<file path="config.mk">
export PLATFORM = sky130hd
export DESIGN_NAME = gray_to_rgb565_ise
export DESIGN_NICKNAME = d
export VERILOG_FILES = /design/src/rtl/gray_to_rgb565_ise_pkg.sv /design/src/rtl/gray_to_rgb565_pixel.sv /design/src/rtl/gray_to_rgb565_ise.sv
export SDC_FILE = /design/constraint.sdc
export NUM_CORES = 1
export LEC_CHECK = 0
export BUFFER_PORTS_ARGS = -buffer_cell sky130_fd_sc_hd__buf_2
export CAP_MARGIN = 25
export CORE_UTILIZATION = 30
export CTS_BUF_LIST = sky130_fd_sc_hd__clkbuf_8
export DETAILED_ROUTE_END_ITERATION = 10
export GPL_TIMING_DRIVEN = 0
export SKIP_LAST_GASP = 1
export SYNTH_ARGS = -nofsm -noshare
export SYNTH_HDL_FRONTEND = slang
export SYNTH_SLANG_ARGS = --single-unit
export TNS_END_PERCENT = 50
</file>
<file path="constraint.sdc">
create_clock -name clock -period 2.5 [get_ports clock]
set_input_delay 0.75 -clock clock [delete_from_list [all_inputs] [get_ports clock]]
set_output_delay 0.75 -clock clock [all_outputs]
set_load 0.05 [all_outputs]
</file>
<file path="src/rtl/gray_to_rgb565_ise_pkg.sv">
// Shared definitions for the grayscale-to-RGB565 custom instruction:
// FSM state encoding and RGB565 field geometry.
package gray_to_rgb565_ise_pkg;

  typedef enum logic [1:0] {
    IDLE    = 2'd0,
    CONV_LO = 2'd1,
    CONV_HI = 2'd2,
    DONE    = 2'd3
  } state_t;

  localparam int GRAY_W = 8;
  localparam int R_W    = 5;
  localparam int G_W    = 6;
  localparam int B_W    = 5;
  localparam int PIX_W  = R_W + G_W + B_W;

endpackage

</file>
<file path="src/rtl/gray_to_rgb565_pixel.sv">
// Combinational conversion of one 8-bit gray sample into an RGB565 pixel.
// Each channel keeps the top bits of the gray value (truncation, no rounding).
module gray_to_rgb565_pixel
  import gray_to_rgb565_ise_pkg::*;
(
  input  logic [GRAY_W-1:0] gray,
  output logic [PIX_W-1:0]  pixel
);

  assign pixel = {gray[GRAY_W-1 -: R_W], gray[GRAY_W-1 -: G_W], gray[GRAY_W-1 -: B_W]};

endmodule

</file>
<file path="src/rtl/gray_to_rgb565_ise.sv">
// Custom-instruction unit: converts a selected pair of packed gray pixels
// into two RGB565 pixels, one pixel per cycle through a shared converter.
module gray_to_rgb565_ise
  import gray_to_rgb565_ise_pkg::*;
#(
  parameter logic [7:0] customId = 8'd0
) (
  input  logic        clock,
  input  logic        reset,
  input  logic        ciStart,
  input  logic        ciCke,
  input  logic [7:0]  ciN,
  input  logic [31:0] ciValueA,
  input  logic [31:0] ciValueB,
  output logic        ciDone,
  output logic [31:0] ciResult,
  output state_t      dbgState
);

  // Handshake: an issue is taken on a clock edge with ciCke=1 only when
  // ciStart=1, ciN matches customId and the unit is IDLE; anything else is
  // dropped, never queued. ciDone is high exactly while in DONE, and ciResult
  // is zero whenever ciDone is low so it can be OR-combined on the CPU bus.

  state_t              state;
  logic [31:0]         a_q;
  logic                sel_q;
  logic                swap_q;
  logic [31:0]         res_q;
  logic [GRAY_W-1:0]   gray_in;
  logic [PIX_W-1:0]    pix_raw;
  logic [PIX_W-1:0]    pix_out;
  logic                accept;
  logic                unused_b;

  assign unused_b = ^ciValueB[31:2];
  assign accept   = ciStart && (ciN == customId) && (state == IDLE);

  // Lower pixel of the selected pair in CONV_LO, upper pixel otherwise.
  always_comb begin
    gray_in = '0;
    if (state == CONV_HI) begin
      gray_in = sel_q ? a_q[31:24] : a_q[15:8];
    end else begin
      gray_in = sel_q ? a_q[23:16] : a_q[7:0];
    end
  end

  gray_to_rgb565_pixel u_pixel (
    .gray  (gray_in),
    .pixel (pix_raw)
  );

  assign pix_out = swap_q ? {pix_raw[7:0], pix_raw[15:8]} : pix_raw;

  always_ff @(posedge clock) begin
    if (reset) begin
      state  <= IDLE;
      a_q    <= '0;
      sel_q  <= 1'b0;
      swap_q <= 1'b0;
      res_q  <= '0;
    end else if (ciCke) begin
      case (state)
        IDLE: begin
          if (accept) begin
            a_q    <= ciValueA;
            sel_q  <= ciValueB[0];
            swap_q <= ciValueB[1];
            state  <= CONV_LO;
          end
        end
        CONV_LO: begin
          res_q[15:0] <= pix_out;
          state       <= CONV_HI;
        end
        CONV_HI: begin
          res_q[31:16] <= pix_out;
          state        <= DONE;
        end
        DONE: begin
          state <= IDLE;
        end
        default: begin
          state <= IDLE;
        end
      endcase
    end
  end

  assign ciDone   = (state == DONE);
  assign ciResult = ciDone ? res_q : 32'h0;
  assign dbgState = state;

endmodule

</file>
==> results of run 1 <==
## worst min path at each step
stage,to,slack [ps]
after global placement,a_q[11]$_SDFFE_PP0P_,460
final,a_q[4]$_SDFFE_PP0P_,480
after global routing,a_q[21]$_SDFFE_PP0P_,510
after detailed placement,a_q[4]$_SDFFE_PP0P_,460
after CTS,a_q[22]$_SDFFE_PP0P_,480
after floorplan,a_q[10]$_SDFFE_PP0P_,450
## cell type report
class                   instances  area [µm²]  area share
repair buffers                 72         360       0.107
clock buffers                   5        68.8      0.0205
clock inverters                 1        30.0     0.00893
multi-input cells             205        1520       0.451
inverters                       3        11.3     0.00335
plain buffers                  30         196      0.0584
well taps                     108         135      0.0402
flip-flops and latches         52        1040       0.310
## worst max-delay path, cell delays in order, from the launching register on
cell      delay (ps)
dfxtp_2          400
ha_4             180
clkbuf_2         190
and2_2           170
buf_4            100
buf_2            240
## metal layers
layer / share of wire / wire (µm) / vias up
met4: 0.012 / 76 / 0
met2: 0.44 / 2790 / 73
li1: - / - / 1160
met5: 0 / 0 / -
met3: 0.047 / 302 / 5
met1: 0.51 / 3240 / 997
## state kept, by name, summed over array words and instances (netlist names)
name and count:
res_q 24, swap_q 1, sel_q 1, a_q 24
dbgState 2
## per-stage QoR
| stage | worst slack (ps) | power [µW] | cells | utilization |
|---|---|---|---|---|
| finish | 167 | 1460 | 476 | 0.382 |
| global placement | 349 | 930 | 470 | 0.371 |
| global route | 28.7 | 1520 | 476 | 0.382 |
| detailed placement | 323 | 931 | 470 | 0.371 |
| floorplan | 108 | 887 | 290 | - |
| CTS | 76.0 | 1470 | 476 | 0.382 |
## power by group through the flow
| stage | logic [µW] | registers (µW) | clock network (µW) |
|---|---|---|---|
| after floorplan | 39.0 | 848 | 0 |
| after global placement | 81.8 | 848 | 0 |
| after detailed placement | 82.6 | 848 | 0 |
| after CTS | 82.7 | 829 | 560 |
| after global routing | 91.3 | 829 | 600 |
| final | 81.5 | 828 | 546 |
## cell families (layout without fill, tap and decap cells)
kind of cell / after synthesis / after routing / synth area share
mux: 39 / 39 / 0.152
buf+inv: 33 / 111 / 0.0747
fa+ha+maj: 4 / 4 / 0.0182
compound gates: 49 / 49 / 0.136
flops: 52 / 52 / 0.379
simple gates: 113 / 113 / 0.240
## placed cells by master (no fill, tap or decap), types with 3 or more instances in the layout
cell / count
buf_2: 75
nand2b_1: 54
dfxtp_1: 50
mux2i_1: 27
and2_1: 22
nor2_1: 21
a311oi_1: 13
clkbuf_1: 10
buf_4: 10
mux2_2: 9
a211oi_1: 9
a22oi_1: 8
and2_2: 6
a21oi_1: 6
a31oi_1: 5
clkbuf_8: 5
a222oi_1: 4
nand2_1: 4
o21bai_1: 4
clkbuf_2: 3
inv_1: 3
buf_6: 3
mux2_4: 3
nor2b_1: 3
ha_1: 3
## what timing repair did
action / 4_1_cts / 5_1_grt
pin swaps: 0 / 0
setup buffers: 0 / 0
cloned: 0 / 0
endpoints found under the setup margin: 5 / 1
resized for setup: 1 / 2
==> reports/qor.yml, run 1 <==
r2r-end: "res_q[28]$_SDFFE_PP0P_"
post_synth_num_cell_types: 26
final_nets: 449
p_switching_uw: 296
clk_path_buf_depth: 2
cts_sinks: 52
tns_ps: 0
rsz0062_at_grt: "false"
yosys_warnings: 0
reg2reg_from: "dbgState[0]$_SDFFE_PP0P_"
n_antenna_cell: 0
reg2reg_depth: 7
async_reset_ff_frac: 0
crit_path_start_kind: "flip-flop"
synth-main-ff-cell: "dfxtp_1"
io_buffer_count: 72
finalCritPeriodShare: 0.933
die_h_um: 97.7
synth_top_area_frac: 0.379
routedWlPerCell_um: 13.4
root_buffer: "clkbuf_8"
via_per_inst: 4.70
cts.htree.levels: 2
yosysTopAreaCell: "dfxtp_1"
route.detailed.drc: 12
core_area_um2: 8810
grt.met1_usage: 0.194
gp_congestion: 0.792
cap_violations: 0
syn_nets: 370
grt_overflow_total: 0
grt_antenna_before_repair: 0
swShare: 0.203
endpoint: "ciResult[12]"
rows: 34
cp-startpoint: "dbgState[0]$_SDFFE_PP0P_"
period_needed_ps: 2330
arrival_ps: 1580
clk_latency_ps: 300
power_frac_comb: 0.056
min-delay-path-class: "reg -> reg"
clk_pin_slew_ps: 90
drtIter0Drc: 106
irDropWorstVdd_mv: 0.223
crit_required_ps: 1750
die_area_um2: 9540
ant_nets: 0
synth.top_cells.by_count: "nand2b_1 (54), dfxtp_1 (52), and2_1 (28), mux2i_1 (27), nor2_1 (21)"
cts_tree: "yes"
post_dp_cell_area_um2: 3260
p_int_uw: 1160
grt_max_degree: 15
fillCellCount: 914
grt_usage: 0.144
start_util: 0.312
syn_inst: 290
powerDensity_nw_per_um2: 433
seqPwrFrac: 0.569
vias: 2235
ys_seq_area_frac: 0.379
grt_pass1_wl_um: 10900
first_global_vias: 2215
finClkSkew_ps: 6.70
finalSetupViolCount: 0
postCtsHoldBufs: 0
grtUsageMet2: 0.229
worstMarginPinSlew_ps: 580
ys_ff_latch: 52
worst_setup_path_end_kind: "output pin"
yosys-top-cells-area: "dfxtp_1 (38%), nand2b_1 (12%), mux2i_1 (9.8%)"
stdcell_area_um2: 3360
pwr-share-clk: 0.375
synth_edf_count: 0
outcome: "finished with violations"
path_max_fanout: 10
drive_gt1_frac: 0.329
drt_wl_total_um: 6400
worstSetupPathType: "reg -> out"
syn2layout_area_growth_pct: 22.6
io_pins: 111
slew_headroom: 0.614
hold_viol: 0
violations: "DRC"
hold_path_depth: 2
r2r_slack_ps: 520
first_pass_iters: 8
yosysMostFrequentCell: "nand2b_1"
dp_hpwl_um: 5020
hp-start: "a_q[4]$_SDFFE_PP0P_"
synth_area_um2: 2750
numCtsBuffers: 5
drv_slew: 0
fmax_mhz: 429
hold-worst-slack_ps: 478
top_usage_layer: "met2"
grt_use_met3: 0.0266
leakagePower_uw: 0.00136
avgSynthCellArea_um2: 9.47
fp.dieW_um: 97.7
Power figures use the tool's default switching activity.
==> inputs of run 2 (changes only) <==
--- a/config.mk
+++ b/config.mk
@@ -5,12 +5,13 @@
 export SDC_FILE = /design/constraint.sdc
 export NUM_CORES = 1
 export LEC_CHECK = 0
-export BUFFER_PORTS_ARGS = -buffer_cell sky130_fd_sc_hd__buf_2
+export BUFFER_PORTS_ARGS = -buffer_cell sky130_fd_sc_hd__buf_4
 export CAP_MARGIN = 25
 export CORE_UTILIZATION = 30
 export CTS_BUF_LIST = sky130_fd_sc_hd__clkbuf_8
 export DETAILED_ROUTE_END_ITERATION = 10
 export GPL_TIMING_DRIVEN = 0
+export PLACE_DENSITY = 0.55
 export SKIP_LAST_GASP = 1
 export SYNTH_ARGS = -nofsm -noshare
 export SYNTH_HDL_FRONTEND = slang
==> run 2 against run 1 <==
The run still ends with DRC left; largest power group unchanged; count of clock-buffer cells in the layout unchanged; sequential power barely moved; sequential share of layout area shrank 1.6 points; largest cell class unchanged; highest routed layer unchanged; worst setup slack lost 27 ps; total power increased by 2.0%.
==> reports/qor.yml, run 2 (synthesis results as in run 1) <==
outcome: "finished with violations"
violations: "DRC"
crit_required_ps: 1750  # about the same
root_buffer: "clkbuf_8"
path_max_fanout: 10  # unchanged
io_pins: 111  # unchanged
fillCellCount: 903  # -1.2%
crit_path_start_kind: "flip-flop"
slew_headroom: 0.601  # -0.0124
final_core_util: 0.403  # +0.0213
clk_pin_slew_ps: 80  # about the same
grt_pass1_wl_um: 11000  # +0.76%
clk_path_buf_depth: 2  # unchanged
worst_setup_path_end_kind: "output pin"
io_buffer_count: 72  # unchanged
grt_max_degree: 16  # +1
ant_nets: 0  # unchanged
worstMarginPinSlew_ps: 598  # +18.5 ps
clk_latency_ps: 300  # about the same
fp.dieW_um: 97.7  # unchanged
arrival_ps: 1610  # +30 ps
die_h_um: 97.7  # unchanged
finalCritPeriodShare: 0.944  # +0.0109
stdcell_area_um2: 3550  # +5.6%
final_common_cell: "buf_4"
drt_wl_total_um: 6460  # +1.0%
drtIter0Drc: 69  # -35%
final_nets: 449  # unchanged
hold_path_depth: 2  # unchanged
cts.htree.levels: 2  # unchanged
grt_antenna_before_repair: 0  # unchanged
grt_overflow_total: 0  # unchanged
cts_sinks: 52  # unchanged
gp_congestion: 0.792  # unchanged
reg2reg_from: "dbgState[0]$_SDFFE_PP0P_"
start_util: 0.312  # unchanged
dp_hpwl_um: 5120  # +1.9%
die_area_um2: 9540  # unchanged
place_ws_ps: 339  # +16.2 ps
first_global_vias: 2289  # +3.3%
leakagePower_uw: 0.00139  # +2.4%
min-delay-path-class: "reg -> reg"
hold_viol: 0  # unchanged
tns_ps: 0  # unchanged
rows: 34  # unchanged
vias: 2228  # -0.31%
setup_slack_ps: 140  # -27.3 ps
syn2layout_area_growth_pct: 29.4
cts_setup_buffers: 0  # unchanged
n_antenna_cell: 0  # unchanged
core_area_um2: 8810  # unchanged
cts_tree: "yes"
first_pass_iters: 7  # -1
drv_slew: 0  # unchanged
cap_violations: 0  # unchanged
powerDensity_nw_per_um2: 418  # -3.3%
grt_usage: 0.143  # -0.00127
reg2reg_depth: 7  # unchanged
cp-startpoint: "dbgState[0]$_SDFFE_PP0P_"
via_per_inst: 4.66  # -0.73%
layout_common_cells: "buf_4 (82), nand2b_1 (54), dfxtp_1 (50), mux2i_1 (27), and2_1 (22)"
drive_gt1_frac: 0.327  # -0.00178
post_dp_cell_area_um2: 3440  # +5.5%
rsz0062_at_grt: "false"
fmax_mhz: 424  # -1.2%
period_needed_ps: 2360  # +27.3 ps
route.detailed.drc: 12  # unchanged
numCtsBuffers: 5  # unchanged
irDropWorstVdd_mv: 0.248  # +11%
routedWlPerCell_um: 13.5  # +0.58%
finalSetupViolCount: 0  # unchanged
finClkSkew_ps: 10.2  # +3.51 ps
worstSetupPathType: "reg -> out"
hp-start: "a_q[21]$_SDFFE_PP0P_"
[run 2: cell count changes in the layout (fill, tap and decap cells not counted), sizes merged]
cell	before	now
inv	3	4
clkinv	0	1
[run 2: report_power, final]
group	leakage, µW	internal, µW	switching, µW
clock network	0.0000593	293	266
registers	0.000420	828	0.424
logic	0.000912	60.1	36.9
[run 2: layout make-up]
| cell class | count | area [µm²] | area share |
|---|---|---|---|
| flip-flops and latches | 52 | 1040 | 0.294 |
| well taps | 108 | 135 | 0.0380 |
| inverters | 3 | 11.3 | 0.00317 |
| plain buffers | 30 | 195 | 0.0549 |
| clock buffers | 5 | 68.8 | 0.0194 |
| clock inverters | 3 | 38.8 | 0.0109 |
| multi-input cells | 205 | 1520 | 0.428 |
| repair buffers | 72 | 541 | 0.152 |
[run 2: worst paths after layout]
kind / end / slack, ps
worst min register to register: a_q[21]$_SDFFE_PP0P_ / 480
worst max-delay path: ciResult[31] / 140
worst max register to register: res_q[12]$_SDFFE_PP0P_ / 530
worst min-delay path: a_q[21]$_SDFFE_PP0P_ / 480
[run 2: layer usage]
metal  wire [µm]  up-vias  track usage
met5           0        -            0
met2        3040       65        0.248
li1            -     1161            -
met3         289        4       0.0295
met1        3090      998        0.179
met4          50        0       0.0350
[run 2: metrics by stage]
stage	power [µW]	instances	hold WS [ps]
after CTS	1510	478	478
after global routing	1550	478	495
final	1490	478	475
after floorplan	887	290	445
after global placement	946	470	456
after detailed placement	947	470	461
[run 2: critical path: stages (launching register included)]
cell	delay (ps)
dfxtp_2	400
ha_4	190
clkbuf_1	250
and2_2	200
buf_4	100
buf_4	180
[run 2: repair_timing]
item,4_1_cts,5_1_grt
endpoints found under the hold margin,0,0
setup endpoints to repair,0,6
resized for setup,0,2
hold buffers,0,0
==> inputs of run 3 (changes only) <==
==> constraint.sdc (replaced) <==
create_clock -name clock -period 2.5 [get_ports clock]
set_input_delay 0.5 -clock clock [delete_from_list [all_inputs] [get_ports clock]]
set_output_delay 0.5 -clock clock [all_outputs]
set_load 0.05 [all_outputs]
==> run 3 against run 2 <==
The flow still finishes with violations (DRC); clock skew fell by 5.4 ps; count of clock-buffer cells in the layout did not move; non-clock buffer count did not move; fmax rose by 1.9%; largest power group unchanged; critical endpoint is now ciResult[15]; first-iteration DRC count rose by 33%; critical path depth did not move; total power fell by 7.5%; design area fell by 0.95%; worst hold slack got worse by 15 ps; register-to-register slack got worse by 150 ps.
==> reports/qor.yml, run 3 (synthesis results as in run 1) <==
outcome: "finished with violations"
violations: "DRC"
final_nets: 449  # unchanged
drv_slew: 0  # unchanged
p_int_uw: 1080  # -9.0%
finClkSkew_ps: 4.76  # -5.45 ps
grt_antenna_before_repair: 0  # unchanged
hp-start: "ciValueA[26]"
syn2layout_area_growth_pct: 28.2
worst_setup_path_end_kind: "output pin"
start_util: 0.312  # unchanged
rsz0062_at_grt: "false"
min-delay-path-class: "in -> reg"
crit_required_ps: 2000  # +250 ps
clk_latency_ps: 300  # about the same
via_per_inst: 4.68  # +0.34%
io_pins: 111  # unchanged
dp.cells: 470  # unchanged
period_needed_ps: 2320  # -43.6 ps
cts_resized: 0  # unchanged
tns_ps: 0  # unchanged
first_global_vias: 2140  # -6.5%
arrival_ps: 1820  # +210 ps
cts.htree.levels: 2  # unchanged
drive_gt1_frac: 0.317  # -0.00995
reg2reg_from: "dbgState[0]$_SDFFE_PP0P_"
numCtsBuffers: 5  # unchanged
cts_tree: "yes"
n_antenna_cell: 0  # unchanged
swShare: 0.218  # +0.0133
hold_path_depth: 3  # +1
rows: 34  # unchanged
fmax_mhz: 432  # +1.9%
vias: 2231  # +0.13%
slew_headroom: 0.596  # -0.00479
crit_path_start_kind: "flip-flop"
worstMarginPinSlew_ps: 605  # +7.19 ps
clk_path_buf_depth: 2  # unchanged
irDropWorstVdd_mv: 0.228  # -8.0%
root_buffer: "clkbuf_8"
grt_max_degree: 15  # -1
pwr-share-clk: 0.327  # -0.050
layout_common_cells: "buf_4 (82), nand2b_1 (54), dfxtp_1 (52), mux2i_1 (27), and2_1 (22)"
grt_pass1_wl_um: 10700  # -2.5%
worstSetupPathType: "reg -> out"
cts_sinks: 52  # unchanged
gp_congestion: 0.796  # +0.43%
first_pass_iters: 7  # unchanged
fp.dieW_um: 97.7  # unchanged
reg2reg_depth: 7  # unchanged
finalSetupViolCount: 0  # unchanged
cap_violations: 0  # unchanged
grt_usage: 0.140  # -0.00296
die_h_um: 97.7  # unchanged
min_to: "a_q[26]$_SDFFE_PP0P_"
drt_wl_total_um: 6520  # +0.90%
finalCritPeriodShare: 0.927  # -0.0174
routedWlPerCell_um: 13.7  # +1.1%
route.detailed.drc: 12  # unchanged
final_common_cell: "buf_4"
powerDensity_nw_per_um2: 391  # -6.6%
r2r-end: "res_q[28]$_SDFFE_PP0P_"
r2r_slack_ps: 380  # -150 ps
hold_viol: 0  # unchanged
postCtsHoldBufs: 0  # unchanged
path_max_fanout: 10  # unchanged
core_area_um2: 8810  # unchanged
ant_nets: 0  # unchanged
fin_cells: 477  # -0.21%
drtIter0Drc: 92  # +33%
grt_overflow_total: 0  # unchanged
clk_pin_slew_ps: 90  # about the same
dp_hpwl_um: 5150  # +0.58%
power_frac_comb: 0.070  # +0.005
seqPwrFrac: 0.603  # +0.045
io_buffer_count: 72  # unchanged
cp-startpoint: "dbgState[0]$_SDFFE_PP0P_"
leakagePower_uw: 0.00137  # -1.3%
p_switching_uw: 299  # -1.4%
cts_setup_buffers: 0  # unchanged
die_area_um2: 9540  # unchanged
[run 3: cell types whose count changed in the layout (fill, tap and decap cells not counted)]
cell       before  now
clkbuf_2        2    1
dfxtp_1        50   52
clkbuf_1       11   12
bufinv_16       1    0
dfxtp_2         2    0
[run 3: how the worst max path moves through the flow]
stage / endpoint
2_1_floorplan: ciResult[31]
3_3_place_gp: res_q[17]$_SDFFE_PP0P_
4_1_cts: ciResult[15]
5_1_grt: ciResult[15]
3_5_place_dp: res_q[17]$_SDFFE_PP0P_
6_report: ciResult[15]
[run 3: power groups by stage]
stage	combinational [µW]	clock, µW	sequential (µW)
4_1_cts	98.3	457	829
6_report	96.9	449	829
2_1_floorplan	39.0	0	848
3_3_place_gp	97.8	0	848
5_1_grt	107	499	829
3_5_place_dp	98.2	0	848
[run 3: routing by layer]
metal / vias up / wire length (µm) / global-route usage
met2: 61 / 2990 / 0.230
li1: 1159 / - / -
met1: 1009 / 3220 / 0.187
met3: 2 / 281 / 0.0288
met4: 0 / 31 / 0.0315
met5: - / 0 / 0
[run 3: layout make-up]
type                    instances  area, µm²
plain buffers                  30        194
clock buffers                   5       68.8
clock inverters                 2       8.76
fillers                       919       5290
inverters                       3       11.3
multi-input cells             205       1520
flip-flops and latches         52       1040
well taps                     108        135
repair buffers                 72        541
[run 3: worst max-delay path: stages (launching register included)]
cell and delay [ps]:
dfxtp_1 480, ha_4 220, clkbuf_1 310, and2_2 230
buf_4 100, buf_4 180
[run 3: metrics by stage]
step / cell area (µm²) / setup WS (ps) / utilization / hold slack [ps] / power, µW
after global placement: 3440 / 415 / 0.391 / 455 / 946
after CTS: 3520 / 137 / 0.400 / 454 / 1380
after global routing: 3520 / 48.4 / 0.400 / 458 / 1440
after floorplan: 2770 / 133 / - / 445 / 887
final: 3520 / 183 / 0.400 / 461 / 1370
after detailed placement: 3440 / 412 / 0.391 / 459 / 946
